$ cat config.mk
export PLATFORM = sky130hd
export DESIGN_NAME = inst_sram_axi_bridge_flat
export DESIGN_NICKNAME = d
export VERILOG_FILES = /design/src/rtl/inst_sram_axi_bridge_if.sv /design/src/rtl/inst_sram_axi_bridge.sv /design/src/flat_wrapper.sv
export SDC_FILE = /design/constraint.sdc
export NUM_CORES = 1
export LEC_CHECK = 0
export BUFFER_PORTS_ARGS = -buffer_cell sky130_fd_sc_hd__buf_2
export CORE_MARGIN = 10
export CORE_UTILIZATION = 39
export CTS_CLUSTER_SIZE = 40
export DETAILED_ROUTE_END_ITERATION = 8
export MAX_ROUTING_LAYER = met4
export PLACE_DENSITY_LB_ADDON = 0.25
export SYNTH_ARGS = -nofsm -noshare
export SYNTH_HDL_FRONTEND = slang
export SYNTH_SLANG_ARGS = --single-unit
$ cat constraint.sdc
create_clock -name clk -period 2.5 [get_ports clk]
set_clock_uncertainty 0.15 [all_clocks]
set_input_delay 0.5 -clock clk [delete_from_list [all_inputs] [get_ports clk]]
set_output_delay 0.5 -clock clk [all_outputs]
set_load 0.005 [all_outputs]
$ cat src/rtl/inst_sram_axi_bridge_if.sv
// Bus bundles for the instruction SRAM-to-AXI read bridge.
// inst_sram_if: SRAM-like request/response port; the fetch stage is the master.
// axi_rd_if   : AXI read address and read data channels; the bridge is the master.

interface inst_sram_if;
    logic        inst_sram_req;
    logic        inst_sram_wr;
    logic [1:0]  inst_sram_size;
    logic [31:0] inst_sram_addr;
    logic [3:0]  inst_sram_wstrb;
    logic [31:0] inst_sram_wdata;
    logic        inst_sram_addr_ok;
    logic        inst_sram_data_ok;
    logic [31:0] inst_sram_rdata;

    modport master (
        output inst_sram_req, inst_sram_wr, inst_sram_size, inst_sram_addr,
               inst_sram_wstrb, inst_sram_wdata,
        input  inst_sram_addr_ok, inst_sram_data_ok, inst_sram_rdata
    );
    modport slave (
        input  inst_sram_req, inst_sram_wr, inst_sram_size, inst_sram_addr,
               inst_sram_wstrb, inst_sram_wdata,
        output inst_sram_addr_ok, inst_sram_data_ok, inst_sram_rdata
    );
endinterface

interface axi_rd_if;
    logic [3:0]  arid;
    logic [31:0] araddr;
    logic [7:0]  arlen;
    logic [2:0]  arsize;
    logic [1:0]  arburst;
    logic [1:0]  arlock;
    logic [3:0]  arcache;
    logic [2:0]  arprot;
    logic        arvalid;
    logic        arready;
    logic [3:0]  rid;
    logic [31:0] rdata;
    logic [1:0]  rresp;
    logic        rlast;
    logic        rvalid;
    logic        rready;

    modport master (
        output arid, araddr, arlen, arsize, arburst, arlock, arcache, arprot,
               arvalid, rready,
        input  arready, rid, rdata, rresp, rlast, rvalid
    );
    modport slave (
        input  arid, araddr, arlen, arsize, arburst, arlock, arcache, arprot,
               arvalid, rready,
        output arready, rid, rdata, rresp, rlast, rvalid
    );
endinterface

$ cat src/rtl/inst_sram_axi_bridge.sv
// Instruction-fetch bridge: turns SRAM-like read requests into single-beat
// AXI reads and returns data in acceptance order. Writes are never accepted.

module inst_sram_axi_bridge #(
    parameter logic [3:0] ARID  = 4'd0,
    parameter int         DEPTH = 2
) (
    input  logic         clk,
    input  logic         reset,
    inst_sram_if.slave   sram,
    axi_rd_if.master     axi
);
    localparam int CW = (DEPTH < 1) ? 1 : $clog2(DEPTH + 1);

    localparam logic [0:0] AR_IDLE = 1'b0;
    localparam logic [0:0] AR_SEND = 1'b1;

    logic [0:0]    state_q, state_d;
    logic [CW-1:0] cnt_q, cnt_d;
    logic [31:0]   araddr_q;
    logic [2:0]    arsize_q;
    logic [31:0]   rdata_q;
    logic          data_ok_q;

    logic accept;
    logic r_hs;
    logic r_done;

    // AXI keeps reads in order for a single ID, so a count is all the
    // tracking needed; beats are popped straight to the output register.
    assign accept = sram.inst_sram_req & ~sram.inst_sram_wr &
                    (state_q == AR_IDLE) & (cnt_q < CW'(DEPTH));
    assign r_hs   = axi.rvalid & axi.rready;
    assign r_done = r_hs & axi.rlast;

    assign sram.inst_sram_addr_ok = accept;
    assign sram.inst_sram_data_ok = data_ok_q;
    assign sram.inst_sram_rdata   = rdata_q;

    assign axi.arid    = ARID;
    assign axi.araddr  = araddr_q;
    assign axi.arlen   = 8'd0;
    assign axi.arsize  = arsize_q;
    assign axi.arburst = 2'b01;
    assign axi.arlock  = 2'b00;
    assign axi.arcache = 4'd0;
    assign axi.arprot  = 3'd0;
    assign axi.arvalid = (state_q == AR_SEND);
    // Fetch always takes data_ok, so R is never stalled while reads are pending.
    assign axi.rready  = (cnt_q != '0);

    // Response ID/status and write payload carry no meaning here.
    logic unused_ok;
    assign unused_ok = ^{sram.inst_sram_wstrb, sram.inst_sram_wdata, axi.rid, axi.rresp};

    // AR channel: one address beat per accepted request.
    always_comb begin
        state_d = state_q;
        case (state_q)
            AR_IDLE: if (accept)                   state_d = AR_SEND;
            AR_SEND: if (axi.arvalid & axi.arready) state_d = AR_IDLE;
            default:                               state_d = AR_IDLE;
        endcase
    end

    // Outstanding reads: accept increments, last beat decrements, both hold.
    always_comb begin
        cnt_d = cnt_q;
        if (accept && !r_done)      cnt_d = cnt_q + CW'(1);
        else if (!accept && r_done) cnt_d = cnt_q - CW'(1);
    end

    // State, AR payload capture and the one-cycle response register.
    always_ff @(posedge clk) begin
        if (reset) begin
            state_q   <= AR_IDLE;
            cnt_q     <= '0;
            araddr_q  <= '0;
            arsize_q  <= '0;
            rdata_q   <= '0;
            data_ok_q <= 1'b0;
        end else begin
            state_q   <= state_d;
            cnt_q     <= cnt_d;
            data_ok_q <= r_hs;
            if (accept) begin
                araddr_q <= sram.inst_sram_addr;
                arsize_q <= {1'b0, sram.inst_sram_size};
            end
            if (r_hs) rdata_q <= axi.rdata;
        end
    end
endmodule

$ cat src/flat_wrapper.sv
// flat-port wrapper written by rule: the top's interface ports become plain ports
module inst_sram_axi_bridge_flat 
#(
    parameter logic [3:0] ARID  = 4'd0,
    parameter int         DEPTH = 2
)
  (clk, reset, sram_inst_sram_req, sram_inst_sram_wr, sram_inst_sram_size, sram_inst_sram_addr, sram_inst_sram_wstrb, sram_inst_sram_wdata, sram_inst_sram_addr_ok, sram_inst_sram_data_ok, sram_inst_sram_rdata, axi_arid, axi_araddr, axi_arlen, axi_arsize, axi_arburst, axi_arlock, axi_arcache, axi_arprot, axi_arvalid, axi_rready, axi_arready, axi_rid, axi_rdata, axi_rresp, axi_rlast, axi_rvalid);
  inst_sram_if sram_i ();
  axi_rd_if axi_i ();
  input  logic clk;
  input  logic reset;
  input wire logic [$bits(sram_i.inst_sram_req)-1:0] sram_inst_sram_req;
  input wire logic [$bits(sram_i.inst_sram_wr)-1:0] sram_inst_sram_wr;
  input wire logic [$bits(sram_i.inst_sram_size)-1:0] sram_inst_sram_size;
  input wire logic [$bits(sram_i.inst_sram_addr)-1:0] sram_inst_sram_addr;
  input wire logic [$bits(sram_i.inst_sram_wstrb)-1:0] sram_inst_sram_wstrb;
  input wire logic [$bits(sram_i.inst_sram_wdata)-1:0] sram_inst_sram_wdata;
  output wire logic [$bits(sram_i.inst_sram_addr_ok)-1:0] sram_inst_sram_addr_ok;
  output wire logic [$bits(sram_i.inst_sram_data_ok)-1:0] sram_inst_sram_data_ok;
  output wire logic [$bits(sram_i.inst_sram_rdata)-1:0] sram_inst_sram_rdata;
  output wire logic [$bits(axi_i.arid)-1:0] axi_arid;
  output wire logic [$bits(axi_i.araddr)-1:0] axi_araddr;
  output wire logic [$bits(axi_i.arlen)-1:0] axi_arlen;
  output wire logic [$bits(axi_i.arsize)-1:0] axi_arsize;
  output wire logic [$bits(axi_i.arburst)-1:0] axi_arburst;
  output wire logic [$bits(axi_i.arlock)-1:0] axi_arlock;
  output wire logic [$bits(axi_i.arcache)-1:0] axi_arcache;
  output wire logic [$bits(axi_i.arprot)-1:0] axi_arprot;
  output wire logic [$bits(axi_i.arvalid)-1:0] axi_arvalid;
  output wire logic [$bits(axi_i.rready)-1:0] axi_rready;
  input wire logic [$bits(axi_i.arready)-1:0] axi_arready;
  input wire logic [$bits(axi_i.rid)-1:0] axi_rid;
  input wire logic [$bits(axi_i.rdata)-1:0] axi_rdata;
  input wire logic [$bits(axi_i.rresp)-1:0] axi_rresp;
  input wire logic [$bits(axi_i.rlast)-1:0] axi_rlast;
  input wire logic [$bits(axi_i.rvalid)-1:0] axi_rvalid;
  assign sram_i.inst_sram_req = sram_inst_sram_req;
  assign sram_i.inst_sram_wr = sram_inst_sram_wr;
  assign sram_i.inst_sram_size = sram_inst_sram_size;
  assign sram_i.inst_sram_addr = sram_inst_sram_addr;
  assign sram_i.inst_sram_wstrb = sram_inst_sram_wstrb;
  assign sram_i.inst_sram_wdata = sram_inst_sram_wdata;
  assign sram_inst_sram_addr_ok = sram_i.inst_sram_addr_ok;
  assign sram_inst_sram_data_ok = sram_i.inst_sram_data_ok;
  assign sram_inst_sram_rdata = sram_i.inst_sram_rdata;
  assign axi_arid = axi_i.arid;
  assign axi_araddr = axi_i.araddr;
  assign axi_arlen = axi_i.arlen;
  assign axi_arsize = axi_i.arsize;
  assign axi_arburst = axi_i.arburst;
  assign axi_arlock = axi_i.arlock;
  assign axi_arcache = axi_i.arcache;
  assign axi_arprot = axi_i.arprot;
  assign axi_arvalid = axi_i.arvalid;
  assign axi_rready = axi_i.rready;
  assign axi_i.arready = axi_arready;
  assign axi_i.rid = axi_rid;
  assign axi_i.rdata = axi_rdata;
  assign axi_i.rresp = axi_rresp;
  assign axi_i.rlast = axi_rlast;
  assign axi_i.rvalid = axi_rvalid;
  inst_sram_axi_bridge #(.ARID(ARID), .DEPTH(DEPTH)) u_core (.clk(clk), .reset(reset), .sram(sram_i), .axi(axi_i));
endmodule
==> impl_summary.md, run 1 <==
Run status
The flow ran to the end, and the final reports show no timing, DRC or antenna violations.

Detailed routing
The average via count per standard cell is 4.436. The number of DRC violations after detailed-routing iteration 0 is 70. The first TritonRoute pass finished after 4 iterations. The final routed wire length divided by cell count is 14.05 um. Across all layers, the routed design uses roughly 2400 vias.

For this run, design rule violations remaining after detail routing come to 0. The post-detailed-routing wire length is 7.744 mm. In this run the remaining antenna-violating nets after routing total 0.

GRT
The sum of overflow across all layers after global routing is 0. The maximum number of pins on one net before global-route repair is 71. The number of global-route vias before repair is about 2300. The global-route wire length before repair is between 10 and 15 mm. The global-route total usage across every layer is 0.1417. The number of antenna violations at the first check in global routing is 0.

Finish
The utilization of the core after routing is 0.5315. After the flow finishes, the layout carries non-filler instances totaling 551. The fraction of final layout cells with drive strength greater than 1 is 0.3864. The final non-filler cell area is 3591 um^2. The count of nets after finishing is 583. In the layout the commonest cells are buf_2, nand2_1, dfxtp_1.

The number of antenna diodes in the final layout is 0. After filler insertion, the fill cell instance count of the layout stands at approximately 690. The most frequent standard cell in the layout excluding fill and tap cells is buf_2. From synthesis to final layout, the design area changed by 33.49%.

Place
The number of placed instances, taps included, is approximately 540. The final RePlAce weighted congestion is between 0.7 and 0.8. The half-perimeter wire length after detailed placement is between 5 and 6 mm. The placed instances occupy a cell area of 3356 um^2. Prior to clock tree synthesis, the placed netlist has a worst setup slack of 294.0 ps. The count of buffers from port buffering is 142.

Synthesis
The synthesized area per cell is 8.127 um^2. The fraction of post-synthesis cell area in the top cell type by area is 0.5209. In the post-synthesis netlist, the biggest area contributors are dfxtp_1, nand2_1, a21oi_1. In this run, synthesis produced a sequential element count of 70. The sequential fraction of the synthesis area is 0.5209. The library cell occupying the most area in the post-synthesis netlist is dfxtp_1. For this run, asynchronously set or reset flops after synthesis account for 0. The mapped netlist covers 2690 um^2. The primary flip-flop cell chosen by synthesis mapping is dfxtp_1.

In the synthesized netlist, the number of instances is 331. Yosys mapped a number of flops with a built-in enable equal to 0. The Yosys warning count is 0. The synthesized netlist contains 20 unique library cells.

Pwr
Summed over all nets, the switching power comes to 0.7440 mW. IR analysis of the VDD net gives a maximum drop of 0.3075 mV. The post-route total power is 2.821 mW.

The share of total power dissipated in combinational logic is 0.172. The share of total power dissipated in sequential elements is 0.449. The proportion of total power due to net switching is 0.2638.

Dividing total power by cell area gives a power density of about 800 nW/um^2. Cell internal power was estimated by the tool at 2.077 mW. The leakage power total is about 1.7 nW. The clock share of power is 0.380.

Setup path
The critical path capture point type is an output pin. Measured in cells, the most critical reg-to-reg path has a length of 5. The maximum fanout count along the critical path is 6.

The launching instance or port of the critical path is u_core.cnt_q[1]. The worst setup path is of the register to output pin kind. The worst register-to-register path begins at u_core.cnt_q[1]. Data on the critical path is required at its endpoint by between 1500 and 2000 ps.

The nature of the critical path startpoint is a register. The endpoint arrival time on the critical path is 1540 ps.

Timing
The setup TNS after final layout is 0 ps. Setup repair after global routing left no endpoint under its margin. The number of pins with negative max-slew slack in the final report is 0. Setup violations remaining at the end of the flow were counted as 0.

The maximum clock frequency is about 0.46 GHz. Once routing completed, OpenROAD measured the worst setup slack at 314.2 ps. For the finished layout, the period the worst path requires is around 2200 ps. The fraction of the cycle the final worst path needs is 0.8743.

The worst slack on hold paths is 243.4 ps. The hold violation count in the final report was 0.

Clock network
The H-tree generated during clock tree synthesis spans 3 levels. The number of hold buffers added after CTS was 0. TritonCTS built the clock tree. The source-to-sink clock delay at the later pin of the worst-skew pair is between 300 and 400 ps. Post-CTS repair changed the size of 0 cells. The CTS root buffer is clkbuf_8.

After clock tree synthesis, the setup repair step added 0 buffers. After clock tree synthesis, the clock-pin slew on the worst setup and hold paths is 80 ps. Clock tree synthesis found a total of 70 sinks. Buffers inserted during clock tree synthesis total 9.

The maximum root-to-sink buffer count is 2.

Flow run
The number of maximum-capacitance violations is 0.

Floorplanning
The height of the die is slightly above 100 um. In this run the core area contains 30 standard-cell rows. The number of placed I/O pins is between 200 and 250.

The core footprint is between 6000 and 7000 um^2. The overall die width is 103.1 um. The initial utilization of the core area, before any placement, comes to 0.3981. The full die area is roughly 11000 um^2.

Hold path
The startpoint identified for the worst hold timing path is sram_inst_sram_addr[0]. The tightest min-delay check is of the primary input to register type. The worst hold path was traced through 3 stages.
-- power groups by stage --
stage	combinational (mW)	sequential, mW	clock, mW
2_1_floorplan	0.288	1.30	0
3_3_place_gp	0.484	1.29	0
3_5_place_dp	0.493	1.29	0
4_1_cts	0.494	1.27	1.11
5_1_grt	0.546	1.28	1.17
6_report	0.484	1.27	1.07
-- cell families after synthesis --
group                      after synthesis  share of synthesized area
and+or+nand+nor                        139                     0.1991
AOI/OAI and AO/OA                       71                     0.1553
buffers and inverters                   46                     0.1107
adders and majority gates                1                   0.004650
DFF                                     70                     0.5209
xor gates and xnor gates                 2                   0.006513
other                                    2                   0.002792
-- per-layer routing --
| metal | vias up | routed length [um] | global-route usage |
|---|---|---|---|
| met4 | 0 | 59 | 0.06096 |
| met1 | 1071 | 3355 | 0.1702 |
| met3 | 5 | 694 | 0.04290 |
| li1 | 1276 | - | - |
| met2 | 92 | 3635 | 0.2155 |
| met5 | - | 0 | - |
-- final cells by class --
class | instances | area, um^2 | area share
timing repair buffer | 148 | 768.2 | 0.2139
clock inverter | 6 | 111.4 | 0.03101
clock buffer | 9 | 123.9 | 0.03449
inverter | 1 | 8.758 | 0.002439
multi-input combinational | 237 | 1077 | 0.3000
tap | 80 | 100.1 | 0.02787
sequential | 70 | 1401 | 0.3902
-- state kept, by name, indices dropped and copies added (netlist names) --
register / flops
u_core.sram.inst_sram_rdata: 32
u_core.axi.araddr: 32
u_core.cnt_q: 2
u_core.axi.arsize: 2
u_core.axi.arvalid: 1
u_core.sram.inst_sram_data_ok: 1
-- critical path, cell delays in order (launching register included) --
cell	delay, ps
dfxtp_1	370
or4b_1	630
clkinv_4	90
buf_2	120
-- synthesized netlist by cell type (2+ instances only) --
cell	number
a21oi_2	16
conb_1	2
xor2_1	2
clkbuf_1	14
nor2_1	2
nand2_1	133
buf_2	3
dfxtp_1	70
a21oi_1	52
buf_4	25
buf_6	3
-- final timing paths --
path	slack, ps	endpoint
worst max register to register	450	u_core.cnt_q[1]
worst min-delay path	240	u_core.axi.araddr[0]
worst min register to register	300	u_core.axi.araddr[22]
worst max-delay path	310	sram_inst_sram_addr_ok
Power figures use the tool's default switching activity.
==> run 2: changes to the inputs <==
--- a/config.mk
+++ b/config.mk
@@ -7,11 +7,12 @@
 export LEC_CHECK = 0
 export BUFFER_PORTS_ARGS = -buffer_cell sky130_fd_sc_hd__buf_2
 export CORE_MARGIN = 10
-export CORE_UTILIZATION = 39
+export CORE_UTILIZATION = 42
 export CTS_CLUSTER_SIZE = 40
 export DETAILED_ROUTE_END_ITERATION = 8
 export MAX_ROUTING_LAYER = met4
 export PLACE_DENSITY_LB_ADDON = 0.25
+export REMOVE_ABC_BUFFERS = 1
 export SYNTH_ARGS = -nofsm -noshare
 export SYNTH_HDL_FRONTEND = slang
 export SYNTH_SLANG_ARGS = --single-unit
==> constraint.sdc (replaced) <==
create_clock -name clk -period 2.83 [get_ports clk]
set_clock_uncertainty 0.15 [all_clocks]
set_input_delay 0.566 -clock clk [delete_from_list [all_inputs] [get_ports clk]]
set_output_delay 0.566 -clock clk [all_outputs]
set_load 0.005 [all_outputs]
==> run 2 against run 1 <==
  * Worst setup slack better by 300 ps
  * Total power decreased by 13%
  * Non-clock buffer count down 1
  * Via count grew 1.1%
  * Core utilization increased by 3.8 points
  * Sequential cell count is the same
  * Combinational power is 14% lower
  * Worst hold slack improved by 60 ps
  * Sequential power is 12% lower
  * Highest routed layer unchanged
==> impl_summary.md, run 2 (synthesis gave the netlist of run 1 again) <==
Clock network
The clock net sink count came to 70 (unchanged). The number of buffers inserted to repair setup after CTS is 0 (unchanged). The hold buffer count at cts was 0 (unchanged). CTS placed an instance of clkbuf_8 at the clock tree root. The number of CTS-inserted buffers is 9 (unchanged). The TritonCTS clock tree is built.

The CTS H-tree depth was 3 (unchanged). The source-to-sink clock delay at the later pin of the worst-skew pair is 340 ps (+20 ps). The maximum root-to-sink buffer count is 2 (unchanged). The clock edge transition at the registers on the reported setup and hold paths is 70 ps (about the same). The total of cells resized after clock tree synthesis is 0 (unchanged).

GRT
The global-route wire length before repair is 11.50 mm (+0.91%). The global-route total usage across every layer was 0.1438 (+0.002043). The number of global-route vias before repair is 2387 (+3.4%). The sum of overflow across all layers after global routing is 0 (unchanged). The number of antenna violations at the first check in global routing is 0 (unchanged). The maximum number of pins on one net before global-route repair was 71 (unchanged).

Detailed routing
The number of iterations in the first detailed-routing pass was 4 (unchanged). The final routed wire length divided by cell count came to 13.57 um (-3.4%). The post-detailed-routing wire length came to 7.437 mm (-4.0%).

The final antenna-violating net count was 0 (unchanged). The number of DRC violations after detailed-routing iteration 0 is 69 (-1.4%). The average via count per standard cell is 4.507 (+1.6%). The DRC violation count after routing is 0 (unchanged). The via count is 2470 (+1.1%).

Setup path
Walking the worst path, the cells encountered are or4b_1 -> clkinv_4 -> buf_2. The highest cell delay on the worst timing path is 610 ps (-20 ps). The critical path is of the register to output pin type. The register-to-register setup slack was 830 ps (+380 ps). The nature of the critical path startpoint is a register. The maximum fanout count along the critical path was 6 (unchanged). Among cell families on the critical path, the largest total delay comes from simple AND/OR/NAND/NOR gates. The slowest stage of the critical path is the or4b_1 cell. The endpoint arrival time on the critical path is 1500 ps (-40 ps). The number of buffer and inverter stages on the critical path is 2 (unchanged). The required time at the endpoint of the critical path is 2110 ps (+260 ps). The critical path capture point type is an output pin.

Timing
The worst path needs between 2000 and 2500 ps of the cycle, external delays included. The setup TNS after final layout came to 0 ps (unchanged). The number of pins with negative max-slew slack in the final report came to 0 (unchanged). The number of setup violations in the final report is 0 (unchanged). Dividing the final minimum period by the clock period gives 0.7836. The hold violation count in the final report is 0 (unchanged). Static timing analysis puts the maximum clock frequency at 0.4510 GHz. Setup repair after global routing left no endpoint under its margin.

Floorplanning
The number of standard-cell rows in the floorplan came to 29 (-3.3%). The core footprint is 6277 um^2 (-7.1%). The full die area was 10010 um^2 (-5.8%). The number of placed I/O pins is 209 (unchanged). The overall die width is 100.0 um (-2.9%).

The initial cell density of the core is 0.4285 (+0.03039). The height of the die is 100.0 um (-2.9%).

Finish
The count of fill cells added during filler insertion came to 614 (-11%). In the layout the commonest cells are buf_2, nand2_1, dfxtp_1. From synthesis to final layout, the design area changed by 32.98%. The count of nets after finishing is 582 (-0.17%).

Leaving out fill and tap cells, the most frequent cell in the layout is buf_2. The final non-filler cell area is 3577 um^2 (-0.38%). The fraction of final layout cells with drive strength greater than 1 is 0.3864 (unchanged). The total inserted antenna cells is 0 (unchanged).

Pwr
The worst supply voltage drop on vdd was 0.3592 mV (+17%). The ratio of total power to cell area was 686.8 nW/um^2 (-13%). The post-route total power is 2.457 mW (-13%). The leakage power total was 1.693 nW (-0.29%).

Place
The total placed instance area was 3344 um^2 (-0.34%). The half-perimeter wire length after detailed placement is 5.496 mm (-4.5%). The final RePlAce weighted congestion is 0.7683 (+9.6%). The count of buffers from port buffering is 142 (unchanged).

Flow run
The number of maximum-capacitance violations is 0 (unchanged).

Run status
The run finished with clean final reports.

Hold path
The worst min-delay path class is register to register.
run 2: power breakdown:
group | total (mW) | switching [mW] | internal, mW
Sequential | 1.12 | 0.0451 | 1.07
Combinational | 0.418 | 0.239 | 0.179
Clock | 0.921 | 0.377 | 0.544
Total | 2.46 | 0.660 | 1.80
run 2: tightest hold or removal path, cell delays in order, from the launching register on:
cell	delay [ps]
dfxtp_1	310
nand2_1	50
a21oi_1	50
run 2: area by class of cell:
class	count	area, um^2	share of cell area
flip-flops and latches	70	1401	0.3917
multi-input cells	237	1077	0.3012
repair buffers	147	760.7	0.2127
clock buffers	11	151.4	0.04232
well taps	77	96.34	0.02693
clock inverters	5	81.33	0.02274
inverters	1	8.758	0.002448
run 2: path summary, 6_finish.rpt:
kind                        startpoint                      to  depth (start not counted)
setup / recovery       u_core.cnt_q[1]  sram_inst_sram_addr_ok                          3
hold reg to reg   u_core.axi.araddr[8]    u_core.axi.araddr[8]                          2
hold / removal    u_core.axi.araddr[8]    u_core.axi.araddr[8]                          2
setup reg to reg       u_core.cnt_q[1]         u_core.cnt_q[1]                          5
run 2: through the flow:
| stage | std cells | worst slack [ps] | hold slack, ps | utilization |
|---|---|---|---|---|
| final | 548 | 612.5 | 303.1 | 0.5699 |
| after global placement | 532 | 611.4 | 288.4 | 0.5328 |
| after global routing | 548 | 538.4 | 295.5 | 0.5699 |
| after detailed placement | 532 | 593.8 | 293.0 | 0.5328 |
| after CTS | 548 | 581.3 | 286.4 | 0.5699 |
| after floorplan | 308 | 79.93 | 296.7 | - |
run 2: routing by layer:
layer / routed length, um / GRT usage
met5: 0 / -
met4: 106 / 0.05543
met3: 921 / 0.07624
met2: 3206 / 0.2031
met1: 3203 / 0.1684
==> run 3: changes to the inputs <==
--- a/config.mk
+++ b/config.mk
@@ -7,7 +7,7 @@
 export LEC_CHECK = 0
 export BUFFER_PORTS_ARGS = -buffer_cell sky130_fd_sc_hd__buf_2
 export CORE_MARGIN = 10
-export CORE_UTILIZATION = 42
+export CORE_UTILIZATION = 36
 export CTS_CLUSTER_SIZE = 40
 export DETAILED_ROUTE_END_ITERATION = 8
 export MAX_ROUTING_LAYER = met4
==> constraint.sdc (replaced) <==
create_clock -name clk -period 2 [get_ports clk]
set_clock_uncertainty 0.15 [all_clocks]
set_input_delay 0.4 -clock clk [delete_from_list [all_inputs] [get_ports clk]]
set_output_delay 0.4 -clock clk [all_outputs]
set_load 0.005 [all_outputs]
==> run 3 against run 2 <==
  * Routed wire length grew 1.5%
  * Sequential share of layout area fell by 0.60 points
  * Worst hold slack got worse by 150 ps
  * Critical path type unchanged
  * Largest cell class unchanged
  * Clock power grew 34%
  * Worst setup slack lost 530 ps
==> impl_summary.md, run 3 (synthesis gave the netlist of run 1 again) <==
Finish
The fraction of final layout cells with drive strength greater than 1 was 0.3958 (+0.009378). The area of the multi-input gates is 1081 um^2 (+0.35%). The utilization of the core after routing is 0.5013 (-0.06857).

The most frequent standard cell in the layout excluding fill and tap cells is buf_2. The count of nets after finishing is 586 (+0.69%). The combined flip-flop and latch cell area is 1403 um^2 (about the same).

The count of fill cells added during filler insertion is 732 (+19%). The final non-filler cell area was 3636 um^2 (+1.6%). In the layout the commonest cells are buf_2, nand2_1, dfxtp_1. The total inserted antenna cells is 0 (unchanged).

The area growth from synthesis to layout is 35.16%. The number of non-filler instances in the completed layout is 574 (+4.7%).

Place
The final RePlAce weighted congestion was 0.7265 (-5.4%). The count of buffers from port buffering is 142 (unchanged). The post-place setup slack is -56.38 ps (-650.2 ps). The total placed instance area is 3402 um^2 (+1.7%). The instance count after placement with tap cells included is 558 (+4.9%). The half-perimeter wire length after detailed placement is 5.586 mm (+1.6%).

Detailed routing
In this run the top signal layer used is met4. The number of iterations in the first detailed-routing pass is 4 (unchanged). The post-detailed-routing wire length came to 7.548 mm (+1.5%).

The number of DRC violations after detailed-routing iteration 0 is 51 (-26%). The final routed wire length divided by cell count is 13.15 um (-3.1%). The final antenna-violating net count is 0 (unchanged). The via count is 2483 (+0.53%). The average via count per standard cell was 4.326 (-4.0%).

The routed length on met3 is 878 um (-4.7%). The met1 layer wirelength in the final routing is 3.498 mm (+9.2%). The wire length on met2 was 3.114 mm (-2.9%).

The DRC violation count after routing is 0 (unchanged).

Clock network
The TritonCTS clock tree is built. The clock net sink count came to 70 (unchanged). The source-to-sink clock delay at the later pin of the worst-skew pair is 330 ps (about the same). The clock edge transition at the registers on the reported setup and hold paths is 80 ps (about the same). The CTS H-tree depth came to 3 (unchanged). The hold buffer count at cts is 0 (unchanged).

The maximum root-to-sink buffer count is 2 (unchanged). The tree is rooted in a clkbuf_8. The number of CTS-inserted buffers is 9 (unchanged).

Timing
The fraction of the cycle the final worst path needs is 0.9570. The maximum clock frequency is 0.5225 GHz. The number of setup violations in the final report is 0 (unchanged). The final critical-path setup slack is 85.98 ps (-526.5 ps).

The setup TNS after final layout came to 0 ps (unchanged). Setup repair after global routing left no endpoint under its margin. The hold violation count in the final report is 0 (unchanged). The number of pins with negative max-slew slack in the final report is 0 (unchanged). The final critical path time including I/O delays and setup is 1914 ps. The worst slack on hold paths came to 148.2 ps (-154.8 ps).

Setup path
The endpoint arrival time on the critical path is 1360 ps (-140 ps). The worst setup path is launched from a register. The required time at the endpoint of the critical path is 1450 ps (-660 ps). The number of buffer and inverter stages on the critical path is 2 (unchanged). The register-to-register setup slack came to 110 ps (-720 ps). The maximum fanout count along the critical path is 5 (-1). By startpoint and endpoint, the worst setup path is classified as register to output pin.

The critical path goes through or4b_4 -> clkinv_4 -> buf_6. The cell type group with the largest total delay on the critical path is simple AND/OR/NAND/NOR gates. The count of cells along the worst register-to-register path is 5 (unchanged).

The highest-delay cell along the critical path is or4b_4. The highest cell delay on the worst timing path is 530 ps (-80 ps). The total number of cells along the worst setup path is 3 (unchanged). STA classifies the critical path endpoint as an output pin.

Floorplanning
The height of the die is 106.4 um (+6.4%). The number of placed I/O pins is 209 (unchanged). The core footprint is 7253 um^2 (+16%). The number of standard-cell rows in the floorplan came to 31 (+6.9%). The full die area is 11330 um^2 (+13%).

The overall die width is 106.4 um (+6.4%). The initial cell density of the core came to 0.3709 (-0.05766).

GRT
The global-route total usage across every layer is 0.1302 (-0.01354). The sum of overflow across all layers after global routing is 0 (unchanged). The number of antenna violations at the first check in global routing came to 0 (unchanged).

The maximum number of pins on one net before global-route repair is 71 (unchanged). The number of global-route vias before repair is 2401 (+0.59%). The global-route wire length before repair is 11.80 mm (+2.6%).

Pwr
The leakage power total came to 1.709 nW (+0.94%). The post-route total power is 3.432 mW (+40%). The ratio of total power to cell area is 944.0 nW/um^2 (+37%).

The worst supply voltage drop on vdd came to 0.4146 mV (+15%).

Flow run
The number of maximum-capacitance violations is 0 (unchanged).

Hold path
In this run the worst hold path is classified as primary input to register. The count of cells along the worst hold path is 3 (+1).

Run status
The run finished with clean final reports.
run 3: cell count changes in the layout (fill, tap and decap cells not counted), sizes merged:
cell,delta
buf,+4
clkbuf,-1
clkinvlp,+1
run 3: cell type report:
type,count,area share
tap,99,0.03407
timing repair buffer,151,0.2192
sequential,70,0.3858
multi-input combinational,237,0.2973
clock buffer,10,0.03785
inverter,1,0.002409
clock inverter,6,0.02340
run 3: tightest hold or removal path, stage by stage:
cell and delay (ps):
buf_2 90, nand2_1 40, a21oi_1 50
run 3: what timing repair did:
item	CTS	global route
hold endpoints to repair	0	0
resized for setup	3	0
buffers inserted	1	0
endpoints found under the setup margin	1	0
run 3: final timing paths:
| kind | endpoint | from |
|---|---|---|
| hold / removal | u_core.axi.araddr[10] | sram_inst_sram_addr[10] |
| setup / recovery | sram_inst_sram_addr_ok | u_core.axi.arvalid |
| setup reg to reg | u_core.cnt_q[1] | u_core.axi.arvalid |
| hold reg to reg | u_core.sram.inst_sram_rdata[13] | u_core.sram.inst_sram_rdata[13] |
run 3: where the power goes:
group	switching (mW)	internal, mW
logic	0.350	0.271
registers	0.0607	1.52
clock network	0.501	0.731
run 3: metal layers:
metal / track usage / vias up
li1: - / 1285
met1: 0.1573 / 1081
met2: 0.1815 / 112
met3: 0.07548 / 5
met4: 0.03191 / 0
met5: - / -
